===== src/rtl/riscv_pkg.sv =====
// riscv_pkg: shared integer-pipeline widths and the writeback request record.
package riscv_pkg;
    localparam int XLEN = 32;
    localparam int REG_ADDR_W = 5;
    typedef struct packed {
        logic [REG_ADDR_W-1:0] rd;
        logic [XLEN-1:0]       data;
    } wb_req_t;
endpackage


===== src/rtl/wb_fifo.sv =====
// wb_fifo: small writeback request FIFO with wrap-bit pointers and a combinational head.
module wb_fifo
    import riscv_pkg::*;
#(
    parameter int DEPTH = 2
) (
    input  logic    clk,
    input  logic    rst_n,
    input  logic    push,
    input  wb_req_t push_req,
    input  logic    pop,
    output wb_req_t head,
    output logic    full,
    output logic    empty
);
    localparam int AW = $clog2(DEPTH);
    wb_req_t mem [DEPTH];
    logic [AW:0] wr_ptr, rd_ptr;
    always_ff @(posedge clk) begin
        if (push) mem[wr_ptr[AW-1:0]] <= push_req;
    end
    always_ff @(posedge clk or negedge rst_n) begin
        if (!rst_n) begin
            wr_ptr <= '0;
            rd_ptr <= '0;
        end else begin
            if (push) wr_ptr <= wr_ptr + 1'b1;
            if (pop) rd_ptr <= rd_ptr + 1'b1;
        end
    end
    assign empty = wr_ptr == rd_ptr;
    assign full  = (wr_ptr[AW] != rd_ptr[AW]) && (wr_ptr[AW-1:0] == rd_ptr[AW-1:0]);
    assign head  = mem[rd_ptr[AW-1:0]];
endmodule


===== src/rtl/regfile_wb_arbiter.sv =====
// regfile_wb_arbiter: merges ALU and long-latency results into one registered
// register-file write per cycle and tracks pending long-latency destinations.
module regfile_wb_arbiter
    import riscv_pkg::*;
#(
    parameter int XLEN       = riscv_pkg::XLEN,
    parameter int DEPTH      = 2,
    parameter int STARVE_MAX = 4
) (
    input  logic            clk,
    input  logic            rst_n,
    input  logic            alu_valid,
    input  logic [4:0]      alu_rd,
    input  logic [XLEN-1:0] alu_data,
    input  logic            mem_valid,
    output logic            mem_ready,
    input  logic [4:0]      mem_rd,
    input  logic [XLEN-1:0] mem_data,
    input  logic            iss_valid,
    input  logic [4:0]      iss_rd,
    input  logic [4:0]      rs1,
    input  logic [4:0]      rs2,
    output logic            hazard1,
    output logic            hazard2,
    output logic            alu_stall,
    output logic            RegWrite,
    output logic [4:0]      WriteRegister,
    output logic [XLEN-1:0] WriteData
);
    localparam int SW = $clog2(STARVE_MAX + 1);
    wb_req_t head;
    logic full, empty, push, pop, alu_sel;
    logic [SW-1:0] starve_cnt;
    logic [31:0] busy, busy_next;
    wb_fifo #(.DEPTH(DEPTH)) u_fifo (
        .clk(clk),
        .rst_n(rst_n),
        .push(push),
        .push_req('{rd: mem_rd, data: mem_data}),
        .pop(pop),
        .head(head),
        .full(full),
        .empty(empty)
    );
    assign mem_ready = !full;
    assign push      = mem_valid && !full;
    assign alu_stall = starve_cnt == SW'(STARVE_MAX);
    assign pop       = !empty && (alu_stall || !alu_valid);
    assign alu_sel   = !alu_stall && alu_valid;
    assign hazard1   = busy[rs1];
    assign hazard2   = busy[rs2];
    // A same-cycle issue to the register being retired must keep it busy, so set follows clear.
    always_comb begin
        busy_next = busy;
        if (pop) busy_next[head.rd] = 1'b0;
        if (iss_valid && iss_rd != 5'd0) busy_next[iss_rd] = 1'b1;
        busy_next[0] = 1'b0;
    end
    always_ff @(posedge clk or negedge rst_n) begin
        if (!rst_n) begin
            busy          <= '0;
            starve_cnt    <= '0;
            RegWrite      <= 1'b0;
            WriteRegister <= '0;
            WriteData     <= '0;
        end else begin
            busy       <= busy_next;
            starve_cnt <= (pop || empty) ? '0 : starve_cnt + 1'b1;
            RegWrite   <= pop ? head.rd != 5'd0 : alu_sel && alu_rd != 5'd0;
            if (pop || alu_sel) begin
                WriteRegister <= pop ? head.rd : alu_rd;
                WriteData     <= pop ? head.data : alu_data;
            end
        end
    end
endmodule


===== config.mk =====
export PLATFORM = sky130hd
export DESIGN_NAME = regfile_wb_arbiter
export DESIGN_NICKNAME = d
export VERILOG_FILES = /design/src/rtl/riscv_pkg.sv /design/src/rtl/wb_fifo.sv /design/src/rtl/regfile_wb_arbiter.sv
export SDC_FILE = /design/constraint.sdc
export NUM_CORES = 1
export LEC_CHECK = 0
export ABC_AREA = 1
export CAP_MARGIN = 20
export CORE_MARGIN = 1.5
export CORE_UTILIZATION = 35
export CTS_CLUSTER_SIZE = 16
export DETAILED_ROUTE_END_ITERATION = 12
export GPL_TIMING_DRIVEN = 0
export PLACE_DENSITY = 0.59
export SKIP_CTS_REPAIR_TIMING = 1
export SYNTH_ARGS = -nofsm -noshare
export SYNTH_HDL_FRONTEND = slang
export SYNTH_SLANG_ARGS = --single-unit

===== constraint.sdc =====
create_clock -name clk -period 4.1 [get_ports clk]
set_clock_uncertainty 0.2 [all_clocks]
set_input_delay 0.41 -clock clk [delete_from_list [all_inputs] [get_ports clk]]
set_output_delay 0.41 -clock clk [all_outputs]
set_load 0.02 [all_outputs]

; After elaboration in Yosys (flattened, before gate mapping)
; Memory sizes are Yosys's and may differ from the RTL's.
; Cells that the tools add are included.
[totals]
ramBits = 74
elab_cells = 58
in_bits = 94
latchBits = 0
memories = 1
rom_bits = 0
output_inout_bits = 42
register_bits = 76
[op_classes]
n_shift = 0
n_addsub = 3
bitwise = 3
eq_ne = 4
multipliers = 0
reduce_logical = 18
n_div = 0
magnitude_cmp = 6
mux = 16
[mem_list]
columns = memory, depth, width, read_ports, rd_clocked_by_memory_dff, wr, line_no
row1 = u_fifo.mem, 2, 37, 1, 0, 1, wb_fifo.sv:17  ; wb_req_t mem [DEPTH];
[op_table]
columns = cell, count
row1 = $mux W32, 3
row2 = $and A32 B32 Y32, 1
row3 = $not A32 Y32, 1
row4 = $or A32 B32 Y32, 1
row5 = $lt A5 B6 Y1 const B, 4
row6 = $reduce_bool A5 Y1, 3
row7 = $bmux W1 S5, 2
row8 = $demux W1 S5, 2
row9 = $ge A5 B1 Y1 const B, 2
row10 = $logic_and A1 B1 Y1, 8
row11 = $mux W1, 7
row12 = $mux W5, 1
row13 = $add A2 B1 Y2 const B, 2
row14 = $logic_not A1 Y1, 4
row15 = $add A3 B1 Y3 const B, 1
row16 = $eq A3 B3 Y1 const B, 1
row17 = $logic_or A1 B1 Y1, 3
row18 = $mux W3, 1
row19 = $eq A2 B2 Y1, 1
row20 = $eq A1 B1 Y1, 1
row21 = $ne A1 B1 Y1, 1

; Depth between registers and ports, before layout
; An unclocked memory read counts as a cell.
[depth]
ltp_word = 10
ltp_mapped = 11
depth_no_buf = 9

; Hierarchy
; A second synthesis with hierarchy kept.
[hier_totals]
hier_cells = 730
area_unflattened_um2 = 6784.0
[modules_own_cells]
columns = mod, area_per_inst_um2, seq_area_each_um2, cells_per_inst, n_inst
row1 = regfile_wb_arbiter, 3868.7, 1801.7, 508, 1
row2 = wb_fifo, 2915.3, 2322.2, 222, 1

; Least setup slack after synthesis
; No wires, ideal clock.
[synth_timing]
path_kind = reg-to-reg
start = register u_fifo.wr_ptr[1]
end = memory u_fifo.mem[0][0] (netlist name) (enable)
slack_ps = 866
required_time_ps = 3469
arrival_ps = 2603
path_buffers = 0
stages_incl_launch_ff = 6
path_cell_list = dfrtp_1 > xnor2_2 > inv_1 > nand2_1 > nand2_1 > nor2_1
[synth_via]
elab_chain_len = 6
[synth_lines]
columns = item, line_no
row1 = start: declaration, wb_fifo.sv:18  ; logic [AW:0] wr_ptr, rd_ptr;
row2 = start signal: assignment, wb_fifo.sv:27  ; if (push) wr_ptr <= wr_ptr + 1'b1;
row3 = $ne A1 B1 Y1, wb_fifo.sv:32  ; assign full = (wr_ptr[AW] != rd_ptr[AW]) && (wr_ptr[AW-1:0] == rd_ptr[AW-1:0]);
row4 = $logic_and A1 B1 Y1, wb_fifo.sv:32
row5 = $logic_not A1 Y1, --
row6 = net mem_ready, regfile_wb_arbiter.sv:16  ; output logic mem_ready,
row7 = $logic_and A1 B1 Y1, regfile_wb_arbiter.sv:46  ; assign push = mem_valid && !full;
row8 = $mux W1, wb_fifo.sv:20  ; if (push) mem[wr_ptr[AW-1:0]] <= push_req;
row9 = $mux W1 (not written as such), wb_fifo.sv:20
row10 = end: declaration, wb_fifo.sv:17
; The timed path passes the listed nets, and every way through them passes these cells.

; Final worst setup path
[layout_timing]
start = input port rs2[2]
end = output port hazard2
[layout_via]
elab_chain_len = 2
[layout_lines]
columns = item, line_no
row1 = start: declaration, regfile_wb_arbiter.sv:22  ; input logic [4:0] rs2,
row2 = $bmux W1 S5, regfile_wb_arbiter.sv:51  ; assign hazard2 = busy[rs2];
row3 = $mux W1 (not written as such), regfile_wb_arbiter.sv:51
row4 = end: declaration, regfile_wb_arbiter.sv:24  ; output logic hazard2,
; No other way between the ends. The select of a mux whose other input is x is not followed.

==> metrics <==
status=finished clean; DRC violations left=0; CTS Buf Count=17; Post-Syn Area per Cell=between 9 and 10 µm²; cell mode on critical path=nand2_1; combinational power share=0.394; die area=~21000 µm²; Switching Share=0.372; DRT antenna net count=0; post-synthesis cell count=~740; Root Buffer=clkbuf_16; Synth async-reset ratio=0.507; Worst Path Required=~3.5 ns; Die W=approximately 140 µm; initial antenna violation count=2; CP peak stage delay=slightly above 0.6 ns; Crit path max-delay family=buffers and inverters; largest net degree at the start of global routing=60; setup violators final=0; leak pwr=between 3 and 4 nW; CP max-delay cell=clkdlybuf4s50_1; Clock Latency Late Sink=about 0.42 ns; DRT iter0 DRCs=between 300 and 400; top post-synthesis cells by count=nand2_1 (269), dfrtp_1 (76), edfxtp_1 (74); Seq/Total Area, Yosys=0.594; diodes inserted=0; first-pass iteration count of the detailed router=5; placement-stage worst setup slack=about 1.3 ns; CP Capture Type=primary output; Worst setup SP type=input pin; Max Cap Violations=0; io pins=roughly 140; power per cell area=a little under 800 nW/µm²; Finished Layout Cells=approximately 1200; fin crit period=2.79 ns; RSZ-0062 raised after global routing=false; number of global-route vias before repair=~5500; final hold vios=0; CP arrival=2.18 ns; first-pass GRT wire length=about 29 mm; Fmax=358 MHz; H-tree Lvls=4; Hold Crit Class=input pin to async pin; Synth area leaders=edfxtp_1 (32%), dfrtp_1 (27%), nand2_1 (15%); Setup Crit Path Kind=input pin to primary output; CTS tree=built; warnings from Yosys=0; Yosys reg bits=150; Clk pwr share=0.251; Worst Slack Setup Final=about 1.3 ns; Post-synth top flop=dfrtp_1; fin nets=987; count leader, synth=nand2_1; Reg power frac=0.355; vias per inst=between 4 and 5; Die Height=~140 µm; number of enable flip-flop cells after synthesis=between 70 and 80; Starting Density=0.357; GRT Residual Overflow=0; Num Clock Sinks=150; Core Rows=a little over 50; share of layout cells above drive strength 1=0.115; GPL Wtd Cong=around 0.87; critical path fanouts, max=5; count of cell types in the netlist=36; cell total after placement=~1100; internal power=around 4.5 mW; Syn-to-layout area delta=35.1%; Synth Net Count=between 800 and 900; maximum vdd drop=around 0.00034 V; Yosys top cell area share=0.320; fin crit share=0.681; Switch Pwr=2.68 mW; DR vias=between 5000 and 6000; All-Layer GR Usage=0.187; critical path cell sequence=clkdlybuf4s50_1 -> inv_1 -> nand3_1 -> nand3_1 -> nand2_1 -> nand2_1 -> nand2_1 -> clkdlybuf4s50_1; wire per inst=roughly 16 µm; Tightest Pin Transition=0.714 ns; crit path buf inv count=3; final design utilization=0.482; largest area contributor in the netlist=edfxtp_1; maximum root-to-sink buffer count=2; input/output buffers=~130; Core Box Area=just under 20000 µm²; fin. max-slew vios=0; Post-DP HPWL=about 13 mm; Post-Syn Area=approximately 6900 µm²; Slew HR=0.523; DRT Wirelength=~18 mm; Worst-path clk slew=roughly 0.060 ns
cell type report:
| class | instances | area [µm²] |
|---|---|---|
| clock buffers | 19 | 453 |
| flip-flops and latches | 150 | 4120 |
| inverters | 53 | 206 |
| plain buffers | 28 | 175 |
| multi-input cells | 506 | 2450 |
| fillers | 1890 | 10100 |
| repair buffers | 135 | 1400 |
| clock inverters | 13 | 241 |
| well taps | 265 | 332 |
routing by layer:
metal	track usage	vias up	wire length, µm
met2	0.315	152	9020
met5	0	-	27
met4	0.0623	4	254
met3	0.0583	24	1300
met1	0.227	2627	7700
li1	-	2745	-
state kept, by name, summed over array words and instances, names as in the netlist:
name,count
RegWrite,1
WriteData,32
WriteRegister,5
busy,31
starve_cnt,3
u_fifo.mem,74
u_fifo.rd_ptr,2
u_fifo.wr_ptr,2
cell families after synthesis:
family,share of synthesized area
adders and majority gates,0.00360
AOI/OAI and AO/OA,0.0747
and+or+nand+nor,0.263
xor gates and xnor gates,0.0101
buffers and inverters,0.0549
DFF,0.594
stage by stage:
step                setup TNS (ns)  cell area [µm²]  power, mW  hold WS [ns]
detailed placement               0             8680       5.45         0.110
floorplan                        0             6950       4.29       -0.0856
global placement            -42.66             8590       5.37         0.256
finish                           0             9390       7.22         0.207
global route                     0             9390       7.68         0.225
CTS                              0             9380       7.29        -0.346
worst reg2reg max path, delay by kind of cell, from the launching register on:
| family | cells | cell delay [ns] |
|---|---|---|
| buffers and inverters | 2 | 0.32 |
| flip-flops | 1 | 0.41 |
| XOR/XNOR | 1 | 0.29 |
| AND/OR/NAND/NOR | 3 | 0.86 |
power groups by stage:
stage               sequential (mW)  combinational (mW)  clock, mW
finish                         2.56                2.84       1.81
global route                   2.63                3.14       1.91
CTS                            2.56                2.89       1.84
detailed placement             2.58                2.87          0
global placement               2.59                2.77          0
floorplan                      2.73                1.56          0
path summary, 6_finish.rpt:
check                                       from          endpoint  slack (ns)  depth (start not counted)
worst max-delay path                      rs2[2]           hazard2        1.31                          8
worst min-delay path                       rst_n     WriteData[26]        0.21                          2
worst max register to register  u_fifo.wr_ptr[1]  u_fifo.mem[1][7]        1.72                          6
worst min register to register     starve_cnt[0]     starve_cnt[0]        0.27                          1
max in group asynchronous                  rst_n     WriteData[28]        2.90                          3
min in group clk                   starve_cnt[0]     starve_cnt[0]        0.27                          1
cells in the final DEF, fill, tap and decap left out, types with 3 or more instances in the layout:
master	n
clkbuf_16	17
inv_6	4
nand2_2	7
nor2_2	4
bufinv_16	6
o21ai_0	14
o21ai_4	3
clkbuf_1	10
buf_2	8
inv_1	48
edfxtp_1	74
nand3_1	66
nor2_4	10
buf_16	3
buf_4	6
nand2_1	269
buf_6	4
clkdlybuf4s50_1	130
dfrtp_1	76
a22oi_1	10
nor2_1	39
inv_2	3
nand2_4	4
o211ai_1	15
o21ai_1	22
o22ai_1	12
or2_2	14
(Power assumes the default switching activity.)
